### src/rtl/mem_port_arbiter.sv
// mem_port_arbiter: two-requester arbiter/sequencer for one shared request/response port.
// Build option ARB_ROUND_ROBIN_EN selects round-robin arbitration; otherwise requester 0 has fixed priority.
module mem_port_arbiter #(
  parameter int dataWidth = 32
) (
  input  logic                 clk,
  input  logic                 rst_n,
  input  logic                 req0,
  input  logic                 req1,
  input  logic [dataWidth-1:0] din0,
  input  logic [dataWidth-1:0] din1,
  output logic                 gnt0,
  output logic                 gnt1,
  output logic                 done0,
  output logic                 done1,
  output logic                 sel,
  output logic                 bus_valid,
  output logic [dataWidth-1:0] bus_data,
  input  logic                 bus_ready,
  input  logic                 bus_resp_valid,
  input  logic [dataWidth-1:0] bus_rdata,
  output logic [dataWidth-1:0] rdata
);

  // state    | meaning
  // ST_IDLE  | no transaction in flight; req0/req1 sampled here
  // ST_ISSUE | winner's payload presented, bus_valid high until bus_ready
  // ST_WAIT  | request accepted, waiting for bus_resp_valid
  typedef enum logic [1:0] {
    ST_IDLE  = 2'd0,
    ST_ISSUE = 2'd1,
    ST_WAIT  = 2'd2
  } state_t;

  state_t state;
  logic   last;
  logic   winner;

  // Winner is only consumed when a request is present; with none it defaults to the previous owner.
  always_comb begin
    winner = last;
`ifdef ARB_ROUND_ROBIN_EN
    case ({req1, req0})
      2'b01:   winner = 1'b0;
      2'b10:   winner = 1'b1;
      2'b11:   winner = ~last;
      default: winner = last;
    endcase
`else
    if (req0) begin
      winner = 1'b0;
    end else if (req1) begin
      winner = 1'b1;
    end
`endif
  end

  always_ff @(posedge clk or negedge rst_n) begin
    if (!rst_n) begin
      state     <= ST_IDLE;
      last      <= 1'b1;
      sel       <= 1'b0;
      bus_valid <= 1'b0;
      bus_data  <= '0;
      rdata     <= '0;
      gnt0      <= 1'b0;
      gnt1      <= 1'b0;
      done0     <= 1'b0;
      done1     <= 1'b0;
    end else begin
      gnt0  <= 1'b0;
      gnt1  <= 1'b0;
      done0 <= 1'b0;
      done1 <= 1'b0;
      case (state)
        ST_IDLE: begin
          if (req0 || req1) begin
            sel       <= winner;
            last      <= winner;
            bus_data  <= winner ? din1 : din0;
            gnt0      <= ~winner;
            gnt1      <= winner;
            bus_valid <= 1'b1;
            state     <= ST_ISSUE;
          end
        end
        ST_ISSUE: begin
          if (bus_ready) begin
            bus_valid <= 1'b0;
            state     <= ST_WAIT;
          end
        end
        ST_WAIT: begin
          // sel still names the owner of the in-flight request
          if (bus_resp_valid) begin
            rdata <= bus_rdata;
            done0 <= ~sel;
            done1 <= sel;
            state <= ST_IDLE;
          end
        end
        default: begin
          bus_valid <= 1'b0;
          state     <= ST_IDLE;
        end
      endcase
    end
  end

endmodule

### config.mk
export PLATFORM = sky130hd
export DESIGN_NAME = mem_port_arbiter
export DESIGN_NICKNAME = d
export VERILOG_FILES = /design/src/rtl/mem_port_arbiter.sv
export SDC_FILE = /design/constraint.sdc
export NUM_CORES = 1
export LEC_CHECK = 0
export CAP_MARGIN = 20
export CORE_MARGIN = 2
export CORE_UTILIZATION = 42
export CTS_CLUSTER_DIAMETER = 100
export CTS_CLUSTER_SIZE = 25
export DETAILED_ROUTE_END_ITERATION = 8
export PLACE_DENSITY = 0.91
export SYNTH_ARGS = -nofsm -noshare
export SYNTH_HDL_FRONTEND = slang
export SYNTH_SLANG_ARGS = --single-unit
### constraint.sdc
create_clock -name clk -period 3.65 [get_ports clk]
set_input_delay 0.9125 -clock clk [delete_from_list [all_inputs] [get_ports clk]]
set_output_delay 0.9125 -clock clk [all_outputs]
set_load 0.03 [all_outputs]
== Yosys cells after proc, flatten, opt, wreduce, memory -nomap -nowiden ==
Index checks and enable logic that the tools add are counted.
Cells by class
  $add $sub $neg: 0
  multiply operators: 0
  div/mod/pow operators: 0
  magnitude comparators: 0
  equality and inequality tests: 5
  shift operators: 0
  muxes and demuxes: 18
  bitwise logic cells: 3
  reductions and logical operators: 6
Operator list (number)
  32-bit two-way mux: 1
  1-bit two-way mux: 12
  2-bit two-way mux: 3
  2-bit != test, second input constant: 3
  2-bit case mux with 3 select lines: 1
  3-bit AND reduction: 2
  2-bit AND reduction: 2
  1-bit NOT: 3
  1-bit case mux with 3 select lines: 1
  2-bit by 1-bit equality test with 1-bit output, second input constant: 1
  2-bit equality test, second input constant: 1
  2-bit zero test: 1
  1-bit logical OR: 1
Word-level totals
  register bits after elaboration: 73
  bits in latches: 0
  memory bits (writable): 0
  bits in read-only memories: 0
  bits of input ports: 102
  word-level logic and storage cells: 42
  memories kept: 0

== Logic depth before layout (Yosys ltp) ==
  depth in word-level cells: 5
  mapped depth: 6
  gate-level depth less buffers: 3

== Least setup slack after synthesis ==
OpenSTA, ideal clock, no wires.
  path kind: input-to-reg
  start: in bus_resp_valid
  end: reg rdata[23]
  arrival time: 1.546 ns
  data required time: 3.525 ns
  slack: 1.979 ns
  stages: 3
  buffers on the path: 1
  path through: nand3b_4 buf_2 mux2_2
Between the ends
  cells in the longest elaborated chain, start to end: 1
RTL lines
  start: declaration: line 20  | input logic bus_resp_valid,
  2-bit AND reduction (no source line)
  end signal: assignment: line 96  | rdata <= bus_rdata;
  end: declaration: line 22  | output logic [dataWidth-1:0] rdata
Every way passes these cells.
A chain may end at the register's enable or synchronous reset.

== Worst setup path in the final report ==
  start: reg sel
  end: out sel
RTL lines
  start: declaration: line 16  | output logic sel,
  start signal: assignment: line 78  | sel <= winner;
No word-level cell between the ends.

==> qor.txt <==
Result of the run - complete, no violations
Cell at the slowest stage of the critical path - sky130_fd_sc_hd__clkdlybuf4s50_1
Leakage power figure - 2.14 nW
Destination of the worst register-to-register timing path - rdata[7]
Depth of the most critical reg-to-reg path - 2
Seq pwr share - 0.314
Clock-pin slew of the registers on the worst-case setup and hold paths - 0.07 ns
Total Negative Setup Slacks - 0 ns
CTS max path bufs - 2
Cells after Synth - 244
Sequential cell area - 1800 sq um
Hold Crit Endpoint - rdata[6]
Final setup violation count - 0
Die Ht - 90.3 um
CP bufs+invs - 1
Layout Nets - 513
Initial antenna violation count - 0
Most frequent cells in the layout - sky130_fd_sc_hd__clkdlybuf4s50_1, sky130_fd_sc_hd__dfrtp_1, sky130_fd_sc_hd__nand2_1
Fmax - 427 MHz
Largest net degree at the start of global routing - 73
Width of the chip - 90.3 um
Multi-input gate area - 1170 sq um
Initial core utilization - 0.434
Clock latency on the worst-skew pair - 0.33 ns
Number of pins exceeding their max-slew limit in the final report - 0
Number of port buffers - 171
Share of cells above drive strength 1 - 0.147
Floorplan die area - 8150 sq um
Clock tree from TritonCTS - done
Placed instance count - 499
Most common cell after layout, fill and taps aside - sky130_fd_sc_hd__clkdlybuf4s50_1
Top Family by Delay on Critical Path - buffers and inverters
Post CTS Setup Buffer Count - 0
Crit path required time - 2.74 ns
Drt wl/cell - 17.4 um
First-pass DRT Iterations - 7
CTS root buf - sky130_fd_sc_hd__clkbuf_8
Worst slew margin relative to its limit - 0.350
Worst reg2reg setup slack - 2.05 ns
Number of instances on the worst hold path - 1
Hold path startpoint - rdata[6]
Number of filler cells placed in the layout - 534
Met3 Track Usage GR - 0.0651
GP Congestion - 0.771
Fraction of power consumed by combinational cells - 0.530
Mean post-synth cell area - 12.8 sq um
Crit path capture type - output pin
Count of yosys warnings during synthesis - 0
Placeable core region - 7210 sq um
Starting DRT DRC Count - 155
Number of buffers inserted for hold repair after clock tree synthesis - 0
Power share of the clock group - 0.156
GR Layer Usage met1 - 0.269
Number of cells in the finished layout apart from fillers - 514
#FFs+latches synth - 72
P_sw - 0.00195 W
Post-DR vias/cell - 5.37
Internal cell power - 0.00282 W
DR vias - 2758
Met2 track demand over resource in global routing - 0.375
Total congestion overflow after global routing - 0
Layout Utilization - 0.709
Nets in the synthesized netlist - 346
Post-detailed-route count of antenna-violating nets - 0
Class of the most critical hold timing path - flip-flop to flip-flop
Site row count - 31
Wire length of the first global-routing pass - 14.6 mm
Worst hold margin - 0.495 ns
GRT busiest layer - met2
Cells traversed along the worst timing path - clkdlybuf4s50_1
Number of levels in the clock H-tree - 3
Detailed placement HPWL - 6.37 mm
CP Launch Type - flip-flop
Largest fanout on the critical path - 4
Period Utilization, post-route - 0.642
Power density over the cells - 932 nW/um^2
Transition time at the pin with the least slew margin - 0.974 ns
Synth-to-Final Area Change - 63.5%
Share of synthesized area occupied by flip-flops and latches - 0.576
Unrepaired setup endpoints after global routing - false
Class of the most critical setup path - flip-flop to output pin
Switching part of the total - 0.409
Sink count of the clock tree - 72
Final hold violation count - 0
CTS buffer count - 9
Final Critical Period - 2.34 ns
Drc violations - 0
Tot GR Track Use - 0.223
I/O Pins - 172
Reported max-cap violation count - 0
Worst-case clock skew - 0.00647 ns
Via count of the first global-routing pass - 2962
Startpoint of the lowest-slack register-to-register path - state[1]
Placed instance area - 4880 sq um
Data arrival at the endpoint of the critical path - 1.43 ns
Highest ir drop seen on vdd - 0.000547 V
Antenna diodes - 0
Syn Std Cell Area - 3130 sq um
Distinct cell type count after synthesis - 22
Post-Route WL - 8.95 mm
Maximum cell stage delay along the critical path - 0.71 ns
Summed area of non-filler cells in the final layout - 5110 sq um
Count of instances resized after the clock tree is built - 0
==> power by group through the flow <==
| stage | Sequential, W | Combinational, W | Clock [W] |
|---|---|---|---|
| 2_1_floorplan | 0.00220 | 0.000815 | 0 |
| 3_3_place_gp | 0.00148 | 0.00249 | 0 |
| 3_5_place_dp | 0.00151 | 0.00254 | 0 |
| 4_1_cts | 0.00150 | 0.00255 | 0.000764 |
| 5_1_grt | 0.00155 | 0.00267 | 0.000804 |
| 6_report | 0.00150 | 0.00253 | 0.000743 |
==> routing by layer <==
layer | part of all wire | vias up
met5 | 0 | -
met4 | 0.026 | 0
met1 | 0.40 | 1364
met3 | 0.071 | 19
met2 | 0.50 | 122
li1 | - | 1253
==> how the worst max path moves through the flow <==
stage,start,to,slack [ns],depth (start not counted)
2_1_floorplan,bus_resp_valid,rdata[23],1.98,3
3_3_place_gp,req0,bus_data[22],1.17,4
3_5_place_dp,req0,bus_data[7],1.06,4
4_1_cts,sel,sel,1.28,1
5_1_grt,sel,sel,1.25,1
6_report,sel,sel,1.31,1
==> synth_stat cells <==
cell type                   number  share of area
sky130_fd_sc_hd__a22oi_1        25          0.060
sky130_fd_sc_hd__a22oi_2         7          0.028
sky130_fd_sc_hd__a2bb2oi_1       1         0.0028
sky130_fd_sc_hd__a32oi_1        31          0.087
sky130_fd_sc_hd__buf_2           6         0.0096
sky130_fd_sc_hd__buf_4           4         0.0096
sky130_fd_sc_hd__buf_6           5          0.018
sky130_fd_sc_hd__clkbuf_1        6         0.0072
sky130_fd_sc_hd__dfrtp_1        72           0.58
sky130_fd_sc_hd__inv_1           4         0.0048
sky130_fd_sc_hd__mux2_1          2         0.0072
sky130_fd_sc_hd__mux2_2         30           0.11
sky130_fd_sc_hd__nand2_1        34          0.041
sky130_fd_sc_hd__nand3b_4        1         0.0064
sky130_fd_sc_hd__nor2_1          6         0.0072
sky130_fd_sc_hd__nor3_1          2         0.0032
sky130_fd_sc_hd__nor3b_1         1         0.0024
sky130_fd_sc_hd__nor3b_4         2          0.012
sky130_fd_sc_hd__o21ai_0         2         0.0032
sky130_fd_sc_hd__o22a_1          1         0.0028
sky130_fd_sc_hd__o22ai_1         1         0.0020
sky130_fd_sc_hd__or2_1           1         0.0020
==> cell families (layout without fill, tap and decap cells) <==
| logic type | Yosys count | count (layout) | synth area share |
|---|---|---|---|
| flops | 72 | 72 | 0.576 |
| mux | 32 | 32 | 0.115 |
| buf+inv | 25 | 196 | 0.0492 |
| simple gates | 47 | 47 | 0.0740 |
| compound gates | 68 | 68 | 0.186 |
==> final cells by class <==
cell class / count / share of cell area
repair buffers: 177 / 0.345
flip-flops and latches: 72 / 0.352
clock inverters: 3 / 0.0176
well taps: 99 / 0.0242
inverters: 4 / 0.00294
clock buffers: 12 / 0.0284
multi-input cells: 147 / 0.230
==> state kept, by name, indices dropped and copies added (netlist names) <==
register / count
done0: 1
gnt1: 1
gnt0: 1
done1: 1
rdata: 32
state: 2
bus_valid: 1
sel: 1
bus_data: 32
==> stage by stage <==
stage	power, W	worst slack, ns
floorplan	0.00301	1.98
global placement	0.00397	1.17
detailed placement	0.00405	1.06
CTS	0.00481	1.28
global route	0.00502	1.25
finish	0.00477	1.31
(Power assumes the default switching activity.)
